File: src/rtl/seq_detector_param.sv
// seq_detector_param: serial pattern detector with a runtime-loadable pattern, overlap control and a match counter.
// Macro SEQ_DET_COUNT_EN enables the saturating match counter; without it match_count is tied to zero.
`default_nettype none

module seq_detector_param #(
  parameter int                   PATTERN_W   = 4,
  parameter logic [PATTERN_W-1:0] PATTERN_RST = 4'b1010,
  parameter int                   COUNT_W     = 8
) (
  input  logic                           clk,
  input  logic                           reset,
  input  logic                           x,
  input  logic                           x_valid,
  input  logic                           overlap,
  input  logic                           load,
  input  logic [PATTERN_W-1:0]           pattern_in,
  input  logic                           cnt_clr,
  output logic                           y,
  output logic [$clog2(PATTERN_W+1)-1:0] fill,
  output logic [COUNT_W-1:0]             match_count
);

  localparam int                FILL_W = $clog2(PATTERN_W + 1);
  localparam logic [FILL_W-1:0] C_FULL = FILL_W'(PATTERN_W);

  logic [PATTERN_W-1:0] r_pat,  w_pat_n;
  logic [PATTERN_W-1:0] r_hist, w_hist_n;
  logic [FILL_W-1:0]    r_fill, w_fill_n;
  logic                 r_y,    w_y_n;

  logic [PATTERN_W-1:0] w_hist_shift;
  logic [FILL_W-1:0]    w_fill_inc;
  logic                 w_hit;

  // State register
  always_ff @(posedge clk or negedge reset) begin
    if (!reset) begin
      r_pat  <= PATTERN_RST;
      r_hist <= '0;
      r_fill <= '0;
      r_y    <= 1'b0;
    end else begin
      r_pat  <= w_pat_n;
      r_hist <= w_hist_n;
      r_fill <= w_fill_n;
      r_y    <= w_y_n;
    end
  end

  assign w_hist_shift = {r_hist[PATTERN_W-2:0], x};
  assign w_fill_inc   = (r_fill == C_FULL) ? C_FULL : r_fill + 1'b1;
  // A load drops the bit offered on the same edge, so it can never match.
  assign w_hit        = x_valid && !load && (w_fill_inc == C_FULL) && (w_hist_shift == r_pat);

  // Next-state logic
  always_comb begin
    w_pat_n  = r_pat;
    w_hist_n = r_hist;
    w_fill_n = r_fill;
    w_y_n    = 1'b0;
    if (load) begin
      w_pat_n  = pattern_in;
      w_hist_n = '0;
      w_fill_n = '0;
    end else if (x_valid) begin
      w_hist_n = w_hist_shift;
      w_y_n    = w_hit;
      if (w_hit)
        w_fill_n = overlap ? C_FULL : '0;
      else
        w_fill_n = w_fill_inc;
    end
  end

  // Outputs
  always_comb begin
    y    = r_y;
    fill = r_fill;
  end

`ifdef SEQ_DET_COUNT_EN
  logic [COUNT_W-1:0] r_cnt;

  always_ff @(posedge clk or negedge reset) begin
    if (!reset)
      r_cnt <= '0;
    else if (cnt_clr)
      r_cnt <= '0;
    else if (w_hit && (r_cnt != {COUNT_W{1'b1}}))
      r_cnt <= r_cnt + 1'b1;
  end

  assign match_count = r_cnt;
`else
  logic w_unused_cnt_clr;

  assign w_unused_cnt_clr = cnt_clr;
  assign match_count      = '0;
`endif

endmodule

`default_nettype wire

File: config.mk
export PLATFORM = sky130hd
export DESIGN_NAME = seq_detector_param
export DESIGN_NICKNAME = d
export VERILOG_FILES = /design/src/rtl/seq_detector_param.sv
export SDC_FILE = /design/constraint.sdc
export NUM_CORES = 1
export LEC_CHECK = 0
export ABC_AREA = 1
export CAP_MARGIN = 25
export CORE_MARGIN = 4
export CORE_UTILIZATION = 39
export DETAILED_ROUTE_END_ITERATION = 7
export PLACE_DENSITY = 0.75
export SLEW_MARGIN = 40
export SYNTH_ARGS = -nofsm -noshare
export SYNTH_HDL_FRONTEND = slang
export SYNTH_SLANG_ARGS = --single-unit
export TNS_END_PERCENT = 1
File: constraint.sdc
create_clock -name clk -period 1.3 [get_ports clk]
set_input_delay 0.13 -clock clk [delete_from_list [all_inputs] [get_ports clk]]
set_output_delay 0.13 -clock clk [all_outputs]
set_load 0.005 [all_outputs]
# == Word level (Yosys, flattened, before mapping) ==
# Cells that the tools add are included.
# op_classes
mux,9
n_reduce_logical,5
eq_ne,3
addsub,1
# op_table
op,n
$mux 3,7
$eq 3x3->1 const B,2
$eq 4x4->1,1
$add 3x1->3 const B,1
$logic_and 1x1->1,3
$mux 1,2
$reduce_bool 2->1,1
$logic_not 1->1,1
# totals
elab_cells,22
ff_bits,11
output_inout_bits,12

# == Depth between registers and ports, before layout ==
# Gate-level depths: netlist (run 1).
# logic_depth
ltp_word,8
ltp_mapped,9
mapped_depth_nobuf,9

# == Worst setup path before layout (run 1) ==
# No wires, ideal clock.
# synth_path
path_type,register to register
startpoint,"reg r_fill[0], in the netlist fill[0]"
endpoint,"reg r_fill[2], in the netlist fill[2]"
slack_ps,66
stages_incl_launch_ff,9
arrival_time_ps,1118
required_ps,1184
path_cell_list,dfrtp_1 -> inv_1 -> ha_1 -> inv_1 -> nand3_1 -> nor2_1 -> nand3_1 -> nand2_1 -> nand2_1
# synth_via
elab_chain_cells,8
word_cells_on_any_way,9
# synth_lines
element,line_no,rtl
"start, declared",28,"logic [FILL_W-1:0] r_fill, w_fill_n;"
"start signal, assigned",45,r_fill <= w_fill_n;
$add 3x1->3 or $eq 3x3->1 (tied branches),51,assign w_fill_inc = (r_fill == C_FULL) ? C_FULL : r_fill + 1'b1;
$mux 3 (*),51,
$eq 3x3->1,53,assign w_hit = x_valid && !load && (w_fill_inc == C_FULL) && (w_hist_shift == r_pat);
$logic_and 1x1->1 (2 in a row),53,
$mux 3 (*),68,if (w_hit)
$mux 3 (*),65,end else if (x_valid) begin
$mux 3 (*),61,if (load) begin
# Mark *: on every way between the ends. The rest lies on a longest branch, timed or not. The select of a mux whose other input is x is not followed.
# A chain may end at the register's enable or synchronous reset.

# == Final worst setup path (run 1) ==
# layout_path
startpoint,"reg r_y, in the netlist y"
endpoint,out y
# layout_lines
element,line_no,rtl
"start, declared",29,"logic r_y, w_y_n;"
"start signal, assigned",46,r_y <= w_y_n;
"end, declared",18,"output logic y,"
# No word-level cell between the ends.

==> run metrics, run 1 <==
Setup CP Type flip-flop to output pin; r2r startpoint fill[0]$_DFFE_PN0P_; Final ANT Viol Nets 0; synthesized netlist cell count 83; crit path max fanout 1; GRT overflow 0; top-level port count 23; worst setup path start y$_DFF_PN0_; synth unique cells 16; flop2flop setup slack 90 ps; final wirelength 1200 um; vias per inst 4.56; Synth Register Bits 11; worst vdd ir 780 uV; Yosys top cell by area dfrtp_1; PwrDens 916 mW/mm2; capturing point of the worst reg2reg path fill[2]$_DFFE_PN0P_; critical path's top delay family buffers and inverters; CP Capture Type output pin; Nets 115; H-tree depth 1; CP max-delay cell clkdlybuf4s50_1; # DRC 0; core area 0.00156 mm2; end-of-flow core utilization 0.543; synth top area cells dfrtp_1 34%, nand2_1 12%, inv_1 11%; top cells by count, synth 21 x nand2_1, 20 x inv_1, 9 x dfrtp_1, 8 x buf_4, 5 x o22ai_1; Tcrit/Tclk final 0.933; clk_lat worst skew 270 ps; WL per Instance 10.2 um; routed via count 533; DR pass1 iterations 4; Worst Hold Class input port to async pin; critical path depth 1; # hold bufs at CTS 0; number of global-route vias before repair 487; register area share after synthesis 0.417; die width 49.4 um; layout cell share with drive strength beyond 1 0.188; min Tclk post-route 1210 ps; port bufs 13; post-detail-place hpwl 946 um; cts bufs inserted 3; Total Power 775 uW; Post-synth ARST share 1.00; post-synth top area share 0.338; ys flop type dfrtp_1; max_slew headroom 0.652; CP bufs+invs 1; CP Launch Type flip-flop; Placed Instances 112; mean area per synthesized cell 8.03 um2; unrepaired setup endpoints after global routing yes; CTS tree done; CTS root buf clkbuf_4; pins over their slew limit 0; GRT Util Overall 0.116; clk sinks 11; Antenna Cells 0; Final TNS setup 0 ps; clk_skew 2.60 ps; CP Capture Point y; global-route wire length before repair 2010 um; status finished, final reports clean; yosys warns 0; Final setup viols 0; Die H 49.4 um; # Max-Cap Violations 0; last weighted congestion value of the routability-driven placer 0.740; Worst Max-Slew Pin Slew 520 ps; max incr delay on CP 490 ps; largest net degree at the start of global routing 12; R2R depth 7; Max clock buf depth 2; Critical Path AT 1080 ps; count leader, synth nand2_1; static leakage 0.000470 uW; f_max 825 MHz; Placement Rows 14; placed inst area 787 um2; Clock Pin Slew Worst Setup and Hold Paths 80 ps; final non-filler cell total 117; CP Cell Sequence clkdlybuf4s50_1; Required @ worst endpoint 1170 ps; synthesis-to-layout area growth 26.8%; netlist area before placement 667 um2; cell area after layout 846 um2; Starting Density 0.428; number of flops mapped to enable cells by yosys 0; Hold Fails Final Rpt 0; initial DRC count 4; initial antenna violation count 0; total die area 0.00244 mm2
through the flow:
step / worst slack, ps / hold WS, ps
after floorplan: 65.8 / -166
after global placement: -32.0 / 486
after detailed placement: -71.7 / 499
after CTS: 6.90 / 215
after global routing: -31.1 / 223
final: 87.7 / 197
timing repair:
| action | in CTS | in global routing |
|---|---|---|
| resized for setup | 1 | 8 |
| setup endpoints to repair | 3 | 4 |
| pin swaps | 1 | 1 |
| buffers inserted | 1 | 0 |
report_power, final:
group / internal [uW] / switching, uW
clock: 114 / 125
sequential: 366 / 12.0
combinational: 72.8 / 84.8
kinds of logic after synthesis:
| logic type | synth area share |
|---|---|
| AOI/OAI and AO/OA | 0.0769 |
| adders and majority gates | 0.0375 |
| buffers and inverters | 0.220 |
| DFF | 0.417 |
| other | 0.00562 |
| and+or+nand+nor | 0.244 |
placed cells by master (no fill, tap or decap), drive strengths merged:
| master | instances |
|---|---|
| clkdlybuf4s50 | 10 |
| dlygate4sd2 | 1 |
| inv | 20 |
| o22ai | 5 |
| ha | 2 |
| buf | 3 |
| nand3 | 5 |
| clkbuf | 3 |
| conb | 8 |
| dfrtp | 9 |
| dlymetal6s2s | 2 |
| nor4 | 1 |
| nand2 | 21 |
| dfstp | 2 |
| o21ai | 4 |
| clkinv | 1 |
| nor2 | 4 |
sequential cells by signal, summed over array words and instances, names as in the netlist:
name    count
r_pat       4
r_hist      3
fill        3
y           1
worst min-delay path by stage:
stage	from	end	depth (start not counted)
after detailed placement	r_pat[1]$_DFFE_PN1P_	r_pat[1]$_DFFE_PN1P_	2
final	reset	r_hist[0]$_DFFE_PN0P_	1
after global placement	reset	r_pat[0]$_DFFE_PN0P_	1
after CTS	reset	r_hist[2]$_DFFE_PN0P_	1
after global routing	reset	r_hist[2]$_DFFE_PN0P_	1
after floorplan	reset	fill[0]$_DFFE_PN0P_	0
routing by layer:
metal / routed length (um) / vias up / global-route usage
met5: 0 / - / 0
met4: 46 / 0 / 0.114
met3: 89 / 4 / 0.0367
met2: 519 / 21 / 0.167
met1: 543 / 235 / 0.132
li1: - / 273 / -
area by class of cell:
class                           instances  area, um2
Fill cell                             149        713
Multi-Input combinational cell         50        289
Sequential cell                        11        278
Timing Repair Buffer                   16        156
Inverter                               20       75.1
Clock buffer                            3       22.5
Tap cell                               16       20.0
Clock inverter                          1       5.00
Note: power is estimated with default switching activity, not from simulation.
==> run 2, diff against run 1 <==
CTS_CLUSTER_DIAMETER = 100   (was default)
==> results of run 2 <==
The final DEF is identical to that of run 1; final timing and power are the same.
